===== config.mk =====
export PLATFORM = sky130hd
export DESIGN_NAME = sha3_padder_stream
export DESIGN_NICKNAME = d
export VERILOG_FILES = /design/src/rtl/sha3_padder_stream.sv
export SDC_FILE = /design/constraint.sdc
export NUM_CORES = 1
export LEC_CHECK = 0
export ABC_CLOCK_PERIOD_IN_PS = 25100
export BUFFER_PORTS_ARGS = -buffer_cell sky130_fd_sc_hd__buf_2
export CAP_MARGIN = 10
export CORE_AREA = 2 2 240 242
export DETAILED_ROUTE_END_ITERATION = 12
export DIE_AREA = 0 0 242 244
export GPL_ROUTABILITY_DRIVEN = 0
export MAX_ROUTING_LAYER = met4
export PLACE_DENSITY = 0.67
export SLEW_MARGIN = 25
export SYNTH_ARGS = -nofsm -noshare
export SYNTH_HDL_FRONTEND = slang
export SYNTH_SLANG_ARGS = --single-unit
export TNS_END_PERCENT = 5

===== constraint.sdc =====
create_clock -name clk -period 25.1 [get_ports clk]
set_input_delay 1.255 -clock clk [delete_from_list [all_inputs] [get_ports clk]]
set_output_delay 1.255 -clock clk [all_outputs]
set_load 0.1 [all_outputs]

===== src/rtl/sha3_padder_stream.sv =====
// SHA-3 input padder: packs W-bit big-endian words into rate blocks
// and closes each message with the domain suffix and pad10*1.
module sha3_padder_stream #(
  parameter int W = 32,
  parameter int RATE_WORDS = 18,
  parameter logic [7:0] SUFFIX = 8'h06,
  localparam int NB = W / 8,
  localparam int BW = (NB > 1) ? $clog2(NB) : 1,
  localparam int CW = (RATE_WORDS > 1) ? $clog2(RATE_WORDS) : 1
) (
  input  logic                    clk,
  input  logic                    reset,
  input  logic [W-1:0]            in,
  input  logic                    in_ready,
  input  logic                    is_last,
  input  logic [BW-1:0]           byte_num,
  output logic                    accept,
  output logic                    buffer_full,
  output logic [RATE_WORDS*W-1:0] out,
  output logic                    out_last,
  input  logic                    f_ack
);

  typedef enum logic [1:0] {
    ABSORB,
    PAD,
    HOLD
  } state_t;

  localparam logic [CW-1:0] LAST = CW'(RATE_WORDS - 1);

  state_t        state;
  logic [CW-1:0] cnt;
  logic          at_end;
  logic          we;
  logic [W-1:0]  last_word;
  logic [W-1:0]  pad_word;
  logic [W-1:0]  wdata;

  assign at_end = (cnt == LAST);
  assign accept = in_ready & ~reset & (state == ABSORB) & ~buffer_full;
  assign we     = accept | (state == PAD);

  // keep byte_num bytes, then the suffix, then zeros; the rate's final
  // byte also carries the closing 1 bit of pad10*1
  always_comb begin
    last_word = '0;
    for (int b = 0; b < NB; b++) begin
      if (b < 32'(byte_num))
        last_word[W-1-8*b -: 8] = in[W-1-8*b -: 8];
      else if (b == 32'(byte_num))
        last_word[W-1-8*b -: 8] = SUFFIX;
    end
    if (at_end)
      last_word[7:0] = last_word[7:0] | 8'h80;
  end

  assign pad_word = at_end ? W'(8'h80) : '0;

  always_comb begin
    wdata = in;
    if (state == PAD)
      wdata = pad_word;
    else if (is_last)
      wdata = last_word;
  end

  always_ff @(posedge clk or posedge reset) begin
    if (reset) begin
      state       <= ABSORB;
      cnt         <= '0;
      out         <= '0;
      buffer_full <= 1'b0;
      out_last    <= 1'b0;
    end else begin
      if (we) begin
        for (int i = 0; i < RATE_WORDS; i++) begin
          if (cnt == CW'(i))
            out[(RATE_WORDS-1-i)*W +: W] <= wdata;
        end
      end
      unique case (state)
        ABSORB: begin
          if (accept) begin
            if (at_end) begin
              cnt         <= '0;
              buffer_full <= 1'b1;
              out_last    <= is_last;
              state       <= HOLD;
            end else begin
              cnt <= cnt + CW'(1);
              if (is_last)
                state <= PAD;
            end
          end
        end
        PAD: begin
          if (at_end) begin
            cnt         <= '0;
            buffer_full <= 1'b1;
            out_last    <= 1'b1;
            state       <= HOLD;
          end else begin
            cnt <= cnt + CW'(1);
          end
        end
        HOLD: begin
          if (f_ack) begin
            buffer_full <= 1'b0;
            out_last    <= 1'b0;
            cnt         <= '0;
            out         <= '0;
            state       <= ABSORB;
          end
        end
        default: state <= ABSORB;
      endcase
    end
  end

endmodule

# == Word-level counts from Yosys, hierarchy flattened ==
# Index checks and enable logic that the tools add are counted.
# totals
ff_bits,585
word_cells,99
# op_classes
muxes,50
n_addsub,1
n_reduce_logical,7
eq_ne,27
order_cmp,3
n_bitwise,6
# ops
op,count
576-bit two-way mux,3
32-bit two-way mux,20
5-bit by 4-bit == test with 1-bit output (second input constant),8
8-bit two-way mux,5
5-bit by 3-bit == test with 1-bit output (second input constant),4
5-bit two-way mux,3
5-bit case mux with 3 select lines,1
3-bit two-way mux,4
5-bit by 2-bit == test with 1-bit output (second input constant),2
5-bit == test (second input constant),2
2-bit two-way mux,5
2-bit != test (second input constant),4
1-bit two-way mux,6
1-bit case mux with 3 select lines,2
2-bit case mux with 3 select lines,1
5-bit by 1-bit adder with 5-bit output (second input constant),1
5-bit by 1-bit == test with 1-bit output (second input constant),1
5-bit logical NOT,1
5-bit AND reduction,1
2-bit == test (first input constant),2
2-bit logical NOT,2
1-bit by 2-bit < comparator with 1-bit output (first input constant),2
4-bit AND reduction,1
1-bit AND,3
other kinds (9),10

# == Longest topological paths before layout ==
# Gate-level depths: netlist of run 1.
# logic_depth
depth_word,9
mapped_depth,10

# == Worst setup path after synthesis of run 1 ==
# No wires, ideal clock.
# synth_timing
path_kind,in2out
from,in reset
to,out accept
required_time_ns,23.845
slack_ns,21.905
path_buffers,2
arrival_ns,1.940
path_stages,4
path_cell_list,nand4bb_1 > buf_4 > inv_4 > buf_6
# synth_via
elab_chain_cells,4
# synth_rtl
item,line,source
start: declaration,12,"input logic reset,"
1-bit inverter,41,assign accept = in_ready & ~reset & (state == ABSORB) & ~buffer_full;
1-bit AND (3 in series),41,
end: declaration,17,"output logic accept,"
# No other way between the ends.

# == Final worst setup path of run 1 ==
# layout_timing
from,reg state[0]
to,out accept
# layout_via
elab_chain_cells,3
# layout_rtl
item,line,source
start: declaration,32,state_t state;
start signal: assignment,70,state <= ABSORB;
start signal: assignment,89,state <= HOLD;
start signal: assignment,93,state <= PAD;
2-bit logical NOT,41,
1-bit AND (2 in series),41,
# No other way between the ends.

==> impl_metrics.toml, run 1 <==
[sta]
relSlewSlack = 0.262
setup_viol = 0
finalCriticalPeriod_ns = 4.88
max_clock_freq_ghz = 0.205
grt_setup_unrepaired = "false"
tightest_slew_ns = 1.11
fin_crit_sh = 0.194
hold_viol = 0
whs_ns = 0.494
fin_skew_ns = 0.0168
slew_violations = 0
fin_setup_tns_ns = 0

[global_route]
gr-total-overflow = 0
track_usage = 0.334
grt_max_degree = 226
grt_pass1_wl_um = 143000
grt_pass1_vias = 21660
antenna_found_initial = 1

[routing]
wl_per_cell_um = 24.4
drt-pass1-iter-count = 5
drtIter0Drc = 1901
num_vias = 22163
routed_wl_um = 97500
drtAntennaViolNets = 0
via_per_inst = 5.54
route.detailed.drc = 0

[worst_setup_path]
path_class = "register to output port"
timing.rr.start = "state[0]$_DFFE_PP0P_"
end_kind = "output port"
r2r_slack_ns = 21.53
cp_data_arrival_time_ns = 3.62
reg2reg_depth = 6
r2r_end = "out[516]$_DFF_PP0_"
required_ns = 23.84
start_kind = "register"
path_max_fanout = 33

[clock_network]
postCtsHoldBufs = 0
htree_levels = 3
clk_pin_slew_ns = 0.06
clkSinkCount = 585
numCtsBuffers = 66
cts-resized-gates = 0
clk-insertion-delay-late_ns = 0.61
clk_path_buf_depth = 3
cts_root_buf = "clkbuf_16"
postCtsSetupRepairBufs = 0
cts_tree = "yes"

[layout]
area_delta_synth_final_pct = 23.9
drive_above_1_share = 0.262
nNetsFinal = 3235

[synthesis]
synthDominantCellAreaShare = 0.600
ys_warn_count = 0
ys_top_cells_by_area = "dfrtp_1, nand2_1, a21oi_1"
ys.flop_type = "dfrtp_1"
synth_edf_count = 0
yosysSeqAreaShare = 0.600
synth_cell_types = 47
ys_ff_latch = 585
syn-cell-area_um2 = 24400
synthTopCellsByCount = "nand2_1, dfrtp_1, a21oi_1"
async_reset_ff_frac = 1.00
synth_most_common_cell = "nand2_1"
avgSynthCellArea_um2 = 9.12
synth.largest_area_cell = "dfrtp_1"
syn_nets = 2722
syn_inst = 2675

[hold_path]
hold_start = "out_last$_DFFE_PP0P_"
hold_depth = 1
hold_class = "register to register"
hold_end = "out_last$_DFFE_PP0P_"

[flow_run]
max-cap-violations = 0

[place]
place_hpwl_um = 64000
portBuffers = 617

[die]
rows = 87
die_h_um = 244
core_um2 = 56200
die_w_um = 242
start_util = 0.434
num_io_pins = 618
dieArea_um2 = 59000

[run_status]
run_status = "completed"
==> kinds of logic (layout without fill, tap and decap cells) <==
group / Yosys count / count (layout) / synth area share
mux: 2 / 2 / 0.00103
fa+ha+maj: 8 / 8 / 0.00410
other cells: 0 / 3 / 0
compound gates: 640 / 640 / 0.149
flops: 585 / 585 / 0.600
buf+inv: 253 / 816 / 0.0537
simple gates: 1187 / 1187 / 0.192
==> how the worst max path moves through the flow <==
stage	startpoint	endpoint	slack [ns]	cells past startpoint
after detailed placement	reset	accept	20.31	4
after CTS	state[0]$_DFFE_PP0P_	accept	20.18	5
after floorplan	reset	buffer_full$_DFFE_PP0P_	7.48	1
final	state[0]$_DFFE_PP0P_	accept	20.22	5
after global routing	state[0]$_DFFE_PP0P_	accept	20.05	5
after global placement	reset	accept	20.40	4
==> flip-flops by register name, indices dropped and copies added (netlist names) <==
name and flops:
out 576, buffer_full 1, out_last 1, state 2, cnt 5
==> cell usage in the layout (no fill, tap or decap), types with 7 or more instances in the layout <==
master	count
nor3b_4	12
clkbuf_16	68
clkbuf_8	14
a21oi_1	562
buf_2	617
nand2_1	1116
inv_1	13
dfrtp_1	585
ha_1	7
clkbuf_1	19
clkinv_2	9
a211oi_1	18
buf_4	56
nor2_1	26
==> critical path: stages (launching register included) <==
cell,delay (ns)
dfrtp_1,0.42
inv_1,0.15
ha_1,0.35
nand4bb_1,0.67
inv_4,0.76
buf_2,0.61
==> stage by stage <==
step / worst slack (ns) / std cells / util / cell area (um2)
floorplan: 7.48 / 2675 / - / 24400
global placement: 20.40 / 3871 / 0.497 / 27900
detailed placement: 20.31 / 3872 / 0.498 / 28000
CTS: 20.18 / 3990 / 0.536 / 30100
global route: 20.05 / 3995 / 0.538 / 30200
finish: 20.22 / 3997 / 0.538 / 30200
==> layer usage <==
metal / global-route usage / vias up / wire [um]
met5: - / - / 0
met4: 0.131 / 0 / 4220
met3: 0.0951 / 258 / 10000
met2: 0.511 / 1216 / 45400
met1: 0.422 / 11013 / 37800
li1: - / 9676 / -
==> area by class of cell <==
cell class / count / area [um2]
Antenna cell: 3 / 7.51
Clock buffer: 101 / 1970
Clock inverter: 17 / 176
Fill cell: 5102 / 25900
Inverter: 15 / 66.3
Multi-Input combinational cell: 1837 / 8710
Sequential cell: 585 / 14600
Tap cell: 756 / 946
Timing Repair Buffer: 683 / 3720
Power of run 1 is not shown: default switching activity piles up to over one toggle a cycle in this logic, so the estimate is an artifact.
==> inputs of run 2 (changes only) <==
Settings changed: ABC_CLOCK_PERIOD_IN_PS 25100 to 4700.
Clock period 25.1 ns to 4.7 ns, I/O delays scaled along.
==> run 2 against run 1 <==
Against the previous run: global-route usage up 0.052 points; non-clock buffer count down 6; critical path depth up 1; final area down 0.46%; final cell count down 0.10%; worst setup slack worse by 19 ns; die area unchanged; routed wire length up 0.58%; sequential share of layout area up 0.22 points; clock-buffer cell count down 9; utilization down 0.25 points.
==> impl_metrics.toml, run 2 (same netlist as run 1, synthesis figures left out) <==
[run_status]
run_status = "completed"

[worst_setup_path]
cp-endpoint = "accept"
path_cells = "inv_1, ha_1, nand4bb_1, buf_4, inv_4, buf_2"
reg2reg_depth = 6
critPathSlowestCell = "buf_2"
cp_data_arrival_time_ns = 2.94
critical_path_buf_inv_count = 4
critPathTopFamily = "buffers and inverters"
path_max_fanout = 33
path_class = "register to output port"
cp-startpoint = "state[0]$_DFFE_PP0P_"
start_kind = "register"
timing.rr.start = "state[1]$_DFFE_PP0P_"
r2r_end = "out[150]$_DFF_PP0_"
cp.depth = 6
required_ns = 4.47
r2r_slack_ns = 1.80
slowest_delay_ns = 0.65
end_kind = "output port"

[layout]
largest_reg_flops = 576
nFillCells = 5119
nNetsFinal = 3223
drive_above_1_share = 0.260
layout_common_cells = "nand2_1, buf_2, dfrtp_1, a21oi_1, clkbuf_16"
fin_cells = 3993
reg_top3 = "out (576), cnt (5), state (2)"
multiInputGateArea_um2 = 8720
layout.cells.most_common = "nand2_1"
final_cell_area_um2 = 30100
area_delta_synth_final_pct = 23.3
top_register = "out"
regArea_um2 = 14600

[clock_network]
cts_root_buf = "clkbuf_16"
numCtsBuffers = 60
cts_tree = "yes"
clk-insertion-delay-late_ns = 0.63
clk_path_buf_depth = 3
clkSinkCount = 585
htree_levels = 2
clk_pin_slew_ns = 0.06

[die]
core_um2 = 56200
rows = 87
num_io_pins = 618
start_util = 0.434
die_h_um = 244
die_w_um = 242
dieArea_um2 = 59000

[global_route]
grt_pass1_wl_um = 143000
track_usage = 0.334
grt_max_degree = 174
grt_pass1_vias = 21330
gr-total-overflow = 0
antenna_found_initial = 14

[hold_path]
hold_start = "in[13]"
hold_class = "input pin to register"
hold_depth = 4

[sta]
tightest_slew_ns = 1.15
fin_skew_ns = 0.0263
fin_ws_ns = 1.52
fin_crit_sh = 0.676
setup_viol = 0
max_clock_freq_ghz = 0.315
relSlewSlack = 0.237
finalCriticalPeriod_ns = 3.18
hold_viol = 0
grt_setup_unrepaired = "false"
slew_violations = 0

[routing]
wl_per_cell_um = 24.6
num_vias = 22137
via_per_inst = 5.54
drtIter0Drc = 2273
routed_wl_um = 98100
route.detailed.drc = 0
drt-pass1-iter-count = 6
drtAntennaViolNets = 0

[flow_run]
max-cap-violations = 0

[place]
placed_cells = 3866
dpl_worst_slack_ns = 1.80
portBuffers = 617
place_hpwl_um = 64600
placed_area_um2 = 27900
## run 2: changes by cell type in the layout (fill, tap and decap cells not counted), moves of 3 or more
cell        before  now
buf_12           2    7
buf_16           5    2
buf_4           56   49
buf_6            3    0
bufinv_16        2    5
clkbuf_16       68   62
clkinvlp_4       0    4
diode_2          3   14
## run 2: cell type report
type | count | share of cell area
flip-flops and latches | 585 | 0.486
multi-input cells | 1837 | 0.290
repair buffers | 677 | 0.122
clock buffers | 92 | 0.0596
well taps | 756 | 0.0314
clock inverters | 17 | 0.00773
inverters | 15 | 0.00208
diodes | 14 | 0.00116
## run 2: tightest hold or removal path: cells and delay by family
family	cells	cell delay [ns]
AOI/OAI and AO/OA	1	0.05
buffers and inverters	1	0.10
and+or+nand+nor	2	0.21
## run 2: routing by layer
layer,GRT usage,part of all wire,vias up
li1,-,-,9673
met1,0.434,0.39,10994
met2,0.514,0.47,1257
met3,0.0775,0.10,213
met4,0.127,0.040,0
met5,-,0,-
## run 2: stage by stage
step / setup TNS [ns] / utilization / hold WS [ns]
5_1_grt: 0 / 0.536 / 0.0201
6_report: 0 / 0.536 / 0.0317
4_1_cts: 0 / 0.534 / 0.00387
3_5_place_dp: 0 / 0.498 / 0.458
2_1_floorplan: -2052.42 / - / 0.510
3_3_place_gp: 0 / 0.498 / 0.463
## run 2: repair_timing
item,4_1_cts,5_1_grt
buffers inserted,0,0
hold endpoints to repair,23,0
hold buffers,2,0
gates resized for setup,0,0
## run 2: worst min path at each step
stage | slack, ns | end
floorplan | 0.51 | cnt[0]$_DFFE_PP0P_
global route | 0.02 | out[525]$_DFF_PP0_
CTS | 0.004 | out[525]$_DFF_PP0_
global placement | 0.46 | out[525]$_DFF_PP0_
finish | 0.03 | out[525]$_DFF_PP0_
detailed placement | 0.46 | out[525]$_DFF_PP0_
Power of run 2 is left out for the same reason.
